### config.mk
export PLATFORM = sky130hd
export DESIGN_NAME = sram_controller
export DESIGN_NICKNAME = d
export VERILOG_FILES = /design/src/rtl/sram_controller.sv
export SDC_FILE = /design/constraint.sdc
export NUM_CORES = 1
export LEC_CHECK = 0
export CORE_ASPECT_RATIO = 1.4
export CORE_MARGIN = 3
export CORE_UTILIZATION = 35
export CTS_CLUSTER_SIZE = 40
export DETAILED_ROUTE_END_ITERATION = 10
export GPL_ROUTABILITY_DRIVEN = 0
export PLACE_DENSITY = 0.76
export SETUP_SLACK_MARGIN = 0.3
export SLEW_MARGIN = 20
export SYNTH_ARGS = -nofsm -noshare
export SYNTH_HDL_FRONTEND = slang
export SYNTH_SLANG_ARGS = --single-unit
### constraint.sdc
create_clock -name clk -period 2.1 [get_ports clk]
set_input_delay 0.42 -clock clk [delete_from_list [all_inputs] [get_ports clk]]
set_output_delay 0.42 -clock clk [all_outputs]
set_load 0.005 [all_outputs]
### src/rtl/sram_controller.sv
// Splits 32-bit pipeline loads/stores into two 16-bit SRAM half-accesses.
// Each half lasts WAIT_CYCLES clocks. ready is low while the pipeline must freeze.
module sram_controller #(
    parameter int WAIT_CYCLES = 2
) (
    input  logic        clk,
    input  logic        rst,
    input  logic        wr_en,
    input  logic        rd_en,
    input  logic [31:0] address,
    input  logic [31:0] write_data,
    output logic [31:0] read_data,
    output logic        ready,
    output logic [17:0] SRAM_ADDR,
    input  logic [15:0] SRAM_DQ_in,
    output logic [15:0] SRAM_DQ_out,
    output logic        SRAM_DQ_oe,
    output logic        SRAM_WE_N,
    output logic        SRAM_OE_N,
    output logic        SRAM_CE_N,
    output logic        SRAM_UB_N,
    output logic        SRAM_LB_N
);
    localparam logic [2:0] S_IDLE  = 3'd0;
    localparam logic [2:0] S_RD_LO = 3'd1;
    localparam logic [2:0] S_RD_HI = 3'd2;
    localparam logic [2:0] S_WR_LO = 3'd3;
    localparam logic [2:0] S_WR_HI = 3'd4;
    localparam logic [2:0] S_DONE  = 3'd5;
    localparam logic [3:0] CNT_LAST = 4'(WAIT_CYCLES - 1);

    logic [2:0]  state_q, state_d;
    logic [3:0]  cnt_q, cnt_d;
    logic [31:0] addr_q, addr_d;
    logic [31:0] wdata_q, wdata_d;
    logic [31:0] rdata_q, rdata_d;
    logic [31:0] off_s;
    logic        last_s;
    logic        unused_off_s;

    // SRAM space starts at byte 1024; bits [17:2] select the 32-bit word.
    assign off_s        = addr_q - 32'd1024;
    assign unused_off_s = ^{off_s[31:18], off_s[1:0]};
    assign last_s       = (cnt_q == CNT_LAST);

    // Next-state, wait counter, request latching and read-data capture
    always_comb begin
        state_d = state_q;
        cnt_d   = cnt_q;
        addr_d  = addr_q;
        wdata_d = wdata_q;
        rdata_d = rdata_q;
        case (state_q)
            S_IDLE: begin
                if (wr_en) begin
                    state_d = S_WR_LO;
                    cnt_d   = 4'd0;
                    addr_d  = address;
                    wdata_d = write_data;
                end else if (rd_en) begin
                    state_d = S_RD_LO;
                    cnt_d   = 4'd0;
                    addr_d  = address;
                    wdata_d = write_data;
                end else begin
                    state_d = S_IDLE;
                end
            end
            S_RD_LO: begin
                if (last_s) begin
                    state_d        = S_RD_HI;
                    cnt_d          = 4'd0;
                    rdata_d[15:0]  = SRAM_DQ_in;
                end else begin
                    cnt_d = cnt_q + 4'd1;
                end
            end
            S_RD_HI: begin
                if (last_s) begin
                    state_d        = S_DONE;
                    cnt_d          = 4'd0;
                    rdata_d[31:16] = SRAM_DQ_in;
                end else begin
                    cnt_d = cnt_q + 4'd1;
                end
            end
            S_WR_LO: begin
                if (last_s) begin
                    state_d = S_WR_HI;
                    cnt_d   = 4'd0;
                end else begin
                    cnt_d = cnt_q + 4'd1;
                end
            end
            S_WR_HI: begin
                if (last_s) begin
                    state_d = S_DONE;
                    cnt_d   = 4'd0;
                end else begin
                    cnt_d = cnt_q + 4'd1;
                end
            end
            S_DONE: begin
                // A request still held here belongs to the access just finished.
                state_d = S_IDLE;
                cnt_d   = 4'd0;
            end
            default: begin
                state_d = S_IDLE;
                cnt_d   = 4'd0;
            end
        endcase
    end

    // State registers with synchronous reset
    always_ff @(posedge clk) begin
        if (rst) begin
            state_q <= S_IDLE;
            cnt_q   <= 4'd0;
            addr_q  <= 32'd0;
            wdata_q <= 32'd0;
            rdata_q <= 32'd0;
        end else begin
            state_q <= state_d;
            cnt_q   <= cnt_d;
            addr_q  <= addr_d;
            wdata_q <= wdata_d;
            rdata_q <= rdata_d;
        end
    end

    // SRAM strobes, address, write data and pipeline ready decoded from state
    always_comb begin
        ready       = 1'b0;
        SRAM_ADDR   = 18'd0;
        SRAM_DQ_out = 16'd0;
        SRAM_DQ_oe  = 1'b0;
        SRAM_WE_N   = 1'b1;
        SRAM_OE_N   = 1'b1;
        case (state_q)
            S_IDLE: begin
                ready = ~(wr_en | rd_en);
            end
            S_RD_LO: begin
                SRAM_ADDR = {off_s[17:2], 1'b0};
                SRAM_OE_N = 1'b0;
            end
            S_RD_HI: begin
                SRAM_ADDR = {off_s[17:2], 1'b1};
                SRAM_OE_N = 1'b0;
            end
            S_WR_LO: begin
                SRAM_ADDR   = {off_s[17:2], 1'b0};
                SRAM_DQ_out = wdata_q[15:0];
                SRAM_DQ_oe  = 1'b1;
                SRAM_WE_N   = 1'b0;
            end
            S_WR_HI: begin
                SRAM_ADDR   = {off_s[17:2], 1'b1};
                SRAM_DQ_out = wdata_q[31:16];
                SRAM_DQ_oe  = 1'b1;
                SRAM_WE_N   = 1'b0;
            end
            S_DONE: begin
                ready = 1'b1;
            end
            default: begin
                ready = 1'b0;
            end
        endcase
    end

    assign read_data = rdata_q;
    assign SRAM_CE_N = 1'b0;
    assign SRAM_UB_N = 1'b0;
    assign SRAM_LB_N = 1'b0;

endmodule

**Word level (Yosys, flattened, before mapping)**

Index checks and enable logic that the tools add are counted.

- Register bits: 89
- Word-level logic and storage cells: 51
- Output and inout port bits: 73
- Input bits: 84

- Muxes and demuxes: 20
- Bitwise logic cells: 2
- Equality and inequality tests: 10
- Reduce and logical (&&, ||, !) cells: 11
- $add $sub $neg: 2

Operator list:

| operator | count |
|---|---|
| two-way mux 32 bit | 2 |
| two-way mux 18 bit | 2 |
| one-hot mux 17 bit (2 select lines) | 1 |
| one-hot mux 16 bit (2 select lines) | 1 |
| subtractor 18 x 11 -> 18 bit, second input constant | 1 |
| two-way mux 4 bit | 3 |
| one-hot mux 3 bit (4 select lines) | 1 |
| two-way mux 3 bit | 3 |
| one-hot mux 4 bit (2 select lines) | 1 |
| OR reduction 2 bit | 4 |
| == test 3 x 2 -> 1 bit, second input constant | 2 |
| == test 3 bit, second input constant | 2 |
| AND reduction 2 bit | 3 |
| adder 4 x 1 -> 4 bit, second input constant | 1 |
| == test 4 x 1 -> 1 bit, second input constant | 1 |
| two-way mux 1 bit | 4 |
| != test 2 bit, second input constant | 2 |
| OR reduction 4 bit | 1 |
| == test 3 x 1 -> 1 bit, second input constant | 1 |
| logical NOT 3 bit | 1 |
| != test 3 bit, second input constant | 1 |
| AND reduction 3 bit | 1 |
| two-way mux 2 bit | 1 |
| != test 2 x 1 -> 1 bit, second input constant | 1 |
| other kinds (4) | 4 |

**Longest topological paths before layout**

Gate-level depths: netlist of run 1.

- Word-level depth: 4
- Depth in mapped cells: 7

**Worst setup path after synthesis of run 1**

No wires, ideal clock.

- Path kind: flip-flop to output port
- From: register addr_q[12]
- To: output port SRAM_ADDR[16]
- Path buffers: 0
- Slack: 0.300 ns
- Data arrival time: 1.380 ns
- Data required time: 1.680 ns
- Cell stages (with the launch flop): 4
- Cell sequence: dfxtp_1 > or4_4 > or3_1 > a21oi_2

- Cells in the longest elaborated chain, start to end: 2

RTL lines:

| item | RTL line | source |
|---|---|---|
| start: declaration | 34 | `logic [31:0] addr_q, addr_d;` |
| start signal: assignment | 126 | `addr_q <= addr_d;` |
| subtractor 18 x 11 -> 18 bit | 42 | `assign off_s = addr_q - 32'd1024;` |
| one-hot mux 17 bit (2 select lines) | 140 | `case (state_q)` |
| end: declaration | 14 | `output logic [17:0] SRAM_ADDR,` |

No other way between the ends.

**Worst setup path after layout of run 1**

- From: register addr_q[12]
- To: output port SRAM_ADDR[15]

The elaborated chain is that of the path after synthesis.

==> out/qor.yml, run 1 <==
detailed_routing:
  avgViaCountPerCell: 5.44
  wl_met2_mm: 6.71
  drt-total-wl_mm: 13.1
  wl_met1_mm: 5.19
  drt_pre_antenna_iters: 4
  wl_met3_mm: 1.00
  top_layer: "met4"
  wl_per_cell_microns: 16.1
  ant_nets: 0
  vias: 4412
  post-route-drc-count: 0
  drt_iter0_drc: 181
yosys:
  synth_common_cells: "87 x dfxtp_1, 87 x o21ai_0, 85 x a21oi_1, 85 x nand3_1, 32 x clkbuf_1"
  netlist_instances: 496
  synth_cell_type_count: 36
  yosysTopAreaCellShare_pct: 44.1
  synth-seq-cells: 87
  ys_warn_count: 0
  seq_area_frac_synth_pct: 44.1
  syn_area_per_cell_sq_um: 7.97
  synth_area_leaders: "dfxtp_1 44%, o21ai_0 11%, a21oi_1 11%"
  synth-edff-count: 0
  synth_largest_area_cell: "dfxtp_1"
  synth-main-ff-cell: "dfxtp_1"
  syn_area_sq_um: 3950
  async_flop_share_pct: 0
critical_path:
  required_ps: 1680
  crit_arrival_ps: 1800
  cp_slowest_cell: "or4_4"
  worstSetupPathType: "reg2out"
  crit_family: "simple AND/OR/NAND/NOR gates"
  critPathLaunchType: "flip-flop"
  worstPathCellList: "or4_4 > or3_1 > a21oi_2 > buf_2"
  path_buf_inv: 1
  cp-startpoint: "addr_q[12]"
  crit_path_max_incr_delay_ps: 540
  worstReg2RegStart: "state_q[2]"
  crit_path_end_kind: "primary output"
  critPathMaxFanout: 4
global_routing:
  grt_pass1_vias: 4300
  grt_start_max_net_pins: 53
  grt_first_pass_wirelength_mm: 20.6
  grt.overflow.total: 0
  grt_use_total_pct: 20.1
  antenna_found_initial: 0
worst_hold_path:
  hold_start: "wdata_q[0]"
  hold_path.class: "reg2reg"
layout:
  layout.nets: 752
  fillers: 986
  num_antenna_cells: 0
  stdcell_count: 811
  syn_to_final_growth_pct: 62.2
  drive_above_1_share_pct: 26.9
  final_core_util_pct: 58.7
clock_tree:
  cts_sinks: 87
  hold_buffers: 0
  path_clk_slew_ps: 60
  cts-htree-levels: 3
  cts_tree: "built"
  cts_root_buf: "clkbuf_16"
  numCtsBuffers: 9
  clockBufferDepth: 2
  clk_latency_ps: 330
timing:
  rsz0062_at_grt: "yes"
  layout_setup_ws_ps: -121
  max_freq_mhz: 450
  period_minus_slack_ps: 2220
  period_share_pct: 106
  final_hold_viol_count: 0
  clock_skew_ps: 11.8
  setup_viol: 6
  worst_pin_slew_ps: 529
  drv_slew: 0
  maxSlewHeadroom_pct: 64.7
  hold_slack_ps: 469
power_and_ir_drop:
  power_mw: 5.92
  vdd_drop_max_uv: 427
  leakagePower_nw: 2.43
  power_density_nw_per_um2: 924
floorplan:
  rows: 45
  core_sq_um: 10900
  die-area_sq_um: 12600
  ios: 157
  die_h_microns: 132
  start_util_pct: 36.2
  chipWidth_microns: 95.8
outcome:
  violations: "setup timing"
  status: "finished, violations left"
placed_design:
  dp_cells: 754
  dp_hpwl_mm: 8.19
  numPortBuffers: 136
run:
  maxCapViolCount: 0
[final cells by class]
type	instances	area (sq um)	area share [%]
clock inverter	3	17.5	0.273
timing repair buffer	213	2060	32.2
inverter	5	18.8	0.293
multi-input combinational	349	2120	33.1
clock buffer	13	260	4.06
tap	141	176	2.75
sequential	87	1750	27.3
[worst paths after layout]
check | end | cells past startpoint | slack [ps]
worst max-delay path | SRAM_ADDR[15] | 4 | -120
worst min-delay path | wdata_q[0] | 2 | 470
worst max register to register | wdata_q[18] | 7 | 390
worst min register to register | wdata_q[0] | 2 | 470
[layout by cell type, fill, tap and decap left out, types with 3 or more instances in the layout]
master / n
clkdlybuf4s50_1: 98
nand3_1: 85
a21oi_1: 83
dfxtp_1: 81
o21ai_0: 79
buf_4: 38
buf_6: 36
buf_2: 28
a22o_1: 16
and3_4: 9
clkbuf_16: 9
buf_12: 8
nor2_1: 5
nand2_1: 5
o21ai_2: 5
dfxtp_2: 5
xnor2_1: 4
inv_1: 4
nor3b_2: 4
conb_1: 4
or3_4: 3
nor2_2: 3
a21oi_2: 3
nor2_4: 3
nand4_1: 3
a31oi_1: 3
[where the power goes]
part | switching [mW] | total [mW] | internal, mW
Clock | 0.618 | 1.48 | 0.863
Sequential | 0.122 | 1.98 | 1.86
Combinational | 1.22 | 2.46 | 1.24
Total | 1.96 | 5.92 | 3.97
[per-layer routing]
layer / track usage, % / vias up
li1: - / 2130
met1: 23.2 / 2098
met2: 34.9 / 165
met3: 6.30 / 19
met4: 5.85 / 0
met5: 0 / -
[what timing repair did]
action / 4_1_cts / 5_1_grt
setup buffers: 28 / 11
endpoints found under the setup margin: 37 / 71
cloned: 2 / 0
pin swaps: 30 / 16
gates resized for setup: 208 / 36
[stage by stage]
stage                     TNS [ps]  area [sq um]  setup WS, ps
final                         -375          6410          -121
after global routing         -1220          6410          -188
after CTS                     -590          6230          -134
after detailed placement      -622          5570          -225
after global placement        -535          5570          -154
after floorplan                  0          3960           338
[kinds of logic after synthesis]
kind of cell    after synthesis  synth area share (%)
other cells                   1                0.0949
flops                        87                  44.1
simple gates                142                  20.0
fa+ha+maj                     3                 0.950
buf+inv                      63                  7.06
xor+xnor                      4                 0.887
compound gates              196                  26.9
[sequential cells by signal (all words and copies together) (netlist names)]
signal,flops
state_q,3
addr_q,16
cnt_q,4
read_data,32
wdata_q,32
[tightest hold or removal path, cell delays in order (launching register included)]
cell and delay (ps):
dfxtp_1 320, o21ai_2 50, a21oi_1 50
Power figures use the tool's default switching activity.
==> run 2: changes to the inputs <==
--- a/config.mk
+++ b/config.mk
@@ -5,7 +5,7 @@
 export SDC_FILE = /design/constraint.sdc
 export NUM_CORES = 1
 export LEC_CHECK = 0
-export CORE_ASPECT_RATIO = 1.4
+export CORE_ASPECT_RATIO = 1.25
 export CORE_MARGIN = 3
 export CORE_UTILIZATION = 35
 export CTS_CLUSTER_SIZE = 40
==> out/qor.yml, run 2 (synthesis results as in run 1) <==
detailed_routing:
  ant_nets: 0  # unchanged
  drt-total-wl_mm: 13.8  # was 13.1 mm
  drt_pre_antenna_iters: 4  # unchanged
  post-route-drc-count: 0  # unchanged
  avgViaCountPerCell: 5.55  # was 5.44
  vias: 4397  # was 4412
  drt_iter0_drc: 243  # was 181
  wl_per_cell_microns: 17.4  # was 16.1 microns
timing:
  setup_viol: 12  # was 6
  clock_skew_ps: 5.65  # was 11.8 ps
  period_share_pct: 106  # about the same
  maxSlewHeadroom_pct: 59.6  # was 64.7%
  hold_slack_ps: 471  # was 469 ps
  worst_pin_slew_ps: 607  # was 529 ps
  drv_slew: 0  # unchanged
  layout_setup_ws_ps: -131  # was -121 ps
  fin_tns_setup_ps: -900  # was -375 ps
  final_hold_viol_count: 0  # unchanged
  max_freq_mhz: 448  # was 450 MHz
  rsz0062_at_grt: "yes"  # unchanged
  period_minus_slack_ps: 2230  # was 2220 ps
global_routing:
  met1_usage_pct: 23.8  # was 23.2%
  grt_use_total_pct: 20.1  # about the same
  grt.overflow.total: 0  # unchanged
  grt_pass1_vias: 4228  # was 4300
  antenna_found_initial: 0  # unchanged
  grt_start_max_net_pins: 53  # unchanged
  grt_first_pass_wirelength_mm: 20.8  # was 20.6 mm
  grt_use_met3_pct: 6.72  # was 6.30%
  grtUsageMet2_pct: 33.5  # was 34.9%
  grt.busiest_layer: "met2"  # unchanged
layout:
  layout_common_cells: "98 x clkdlybuf4s50_1, 85 x nand3_1, 83 x a21oi_1"  # unchanged
  syn_to_final_growth_pct: 61.1  # was 62.2%
  layout.nets: 742  # was 752
  fillers: 947  # was 986
  design_area_sq_um: 6360  # was 6410 sq um
  final_core_util_pct: 58.8  # was 58.7%
  drive_above_1_share_pct: 25.6  # was 26.9%
  num_antenna_cells: 0  # unchanged
  stdcell_count: 792  # was 811
  regArea_sq_um: 1760  # was 1750 sq um
  final_common_cell: "clkdlybuf4s50_1"  # unchanged
  multiInputGateArea_sq_um: 2140  # was 2120 sq um
floorplan:
  core_sq_um: 10800  # was 10900 sq um
  ios: 157  # unchanged
  start_util_pct: 36.5  # was 36.2%
  chipWidth_microns: 101  # was 95.8 microns
  rows: 42  # was 45
  die_h_microns: 125  # was 132 microns
  die-area_sq_um: 12600  # about the same
critical_path:
  crit_path_max_incr_delay_ps: 550  # was 540 ps
  critPathLaunchType: "flip-flop"  # unchanged
  required_ps: 1680  # about the same
  critPathMaxFanout: 4  # unchanged
  crit_arrival_ps: 1810  # was 1800 ps
  cp_slowest_cell: "or4_4"  # unchanged
  worstSetupPathType: "reg2out"  # unchanged
  ff2ff_setup_slack_ps: 380  # was 390 ps
  worstPathCellList: "or4_4 > or3_4 > a21oi_2 > buf_2"  # was or4_4 > or3_1 > a21oi_2 > buf_2
  crit_path_end_kind: "primary output"  # unchanged
clock_tree:
  clockBufferDepth: 2  # unchanged
  cts-htree-levels: 3  # unchanged
  cts_root_buf: "clkbuf_16"  # unchanged
  numCtsBuffers: 9  # unchanged
  clk_latency_ps: 340  # was 330 ps
  path_clk_slew_ps: 60  # about the same
  cts_tree: "built"  # unchanged
  cts_sinks: 87  # unchanged
power_and_ir_drop:
  power_density_nw_per_um2: 956  # was 924 nW/um^2
  power_mw: 6.09  # was 5.92 mW
  p_switching_mw: 2.00  # was 1.96 mW
  seqPwrFrac_pct: 32.6  # was 33.5%
  p_int_mw: 4.08  # was 3.97 mW
  vdd_drop_max_uv: 541  # was 427 uV
  leakagePower_nw: 2.42  # was 2.43 nW
  pwr-share-clk_pct: 27.0  # was 25.0%
  p_comb_share_pct: 40.4  # was 41.5%
  switching_share_pct: 32.9  # was 33.0%
placed_design:
  numPortBuffers: 136  # unchanged
  dp_cells: 743  # was 754
  dpl_cell_area_sq_um: 5590  # was 5570 sq um
  dp_hpwl_mm: 8.56  # was 8.19 mm
  post-place-ws_ps: -188  # was -225 ps
run:
  maxCapViolCount: 0  # unchanged
outcome:
  violations: "setup timing"  # unchanged
  status: "finished, violations left"  # unchanged
worst_hold_path:
  hold_path.class: "reg2reg"  # unchanged
[run 2: cell count changes in the layout (fill, tap and decap cells not counted), moves of 3 or more]
cell	before	now
buf_4	38	29
buf_6	36	33
o21ai_1	2	5
o21ai_2	5	2
[run 2: layout make-up]
class / count / area share [%]
multi-input combinational: 349 / 33.6
clock buffer: 12 / 4.03
sequential: 87 / 27.6
tap: 132 / 2.60
inverter: 5 / 0.295
clock inverter: 4 / 0.826
timing repair buffer: 203 / 31.0
[run 2: what timing repair did]
action | in CTS | in global routing
cloned | 2 | 2
resized for setup | 159 | 75
endpoints found under the setup margin | 37 | 44
setup buffers | 17 | 12
pin swaps | 22 | 24
hold buffers | 0 | 0
[run 2: layer usage]
layer	wire [microns]	share of wire [%]
met5	0	0
met4	227	1.6
met3	1250	9.1
met2	6900	50
met1	5400	39
[run 2: path summary, 6_finish.rpt]
path                      from       endpoint  cells past startpoint
hold reg to reg   read_data[2]   read_data[2]                      2
setup / recovery    addr_q[15]  SRAM_ADDR[15]                      4
hold / removal    read_data[2]   read_data[2]                      2
setup reg to reg    state_q[2]   read_data[9]                      7
[run 2: power groups by stage]
stage / clock (mW) / combinational, mW / sequential, mW
finish: 1.64 / 2.46 / 1.99
CTS: 1.68 / 2.09 / 1.98
global placement: 0 / 1.91 / 1.99
global route: 1.75 / 2.65 / 2.01
floorplan: 0 / 1.07 / 1.98
detailed placement: 0 / 1.95 / 2.00
[run 2: worst max-delay path, delay by kind of cell, from the launching register on]
kind	cells	cell delay [ps]
buf+inv	1	130
flops	1	320
simple gates	2	890
compound gates	1	140
==> run 3: changes to the inputs <==
--- a/config.mk
+++ b/config.mk
@@ -11,6 +11,7 @@
 export CTS_CLUSTER_SIZE = 40
 export DETAILED_ROUTE_END_ITERATION = 10
 export GPL_ROUTABILITY_DRIVEN = 0
+export HOLD_SLACK_MARGIN = 0.08
 export PLACE_DENSITY = 0.76
 export SETUP_SLACK_MARGIN = 0.3
 export SLEW_MARGIN = 20
==> results of run 3 <==
The final DEF is identical to that of run 2; final timing and power are the same.
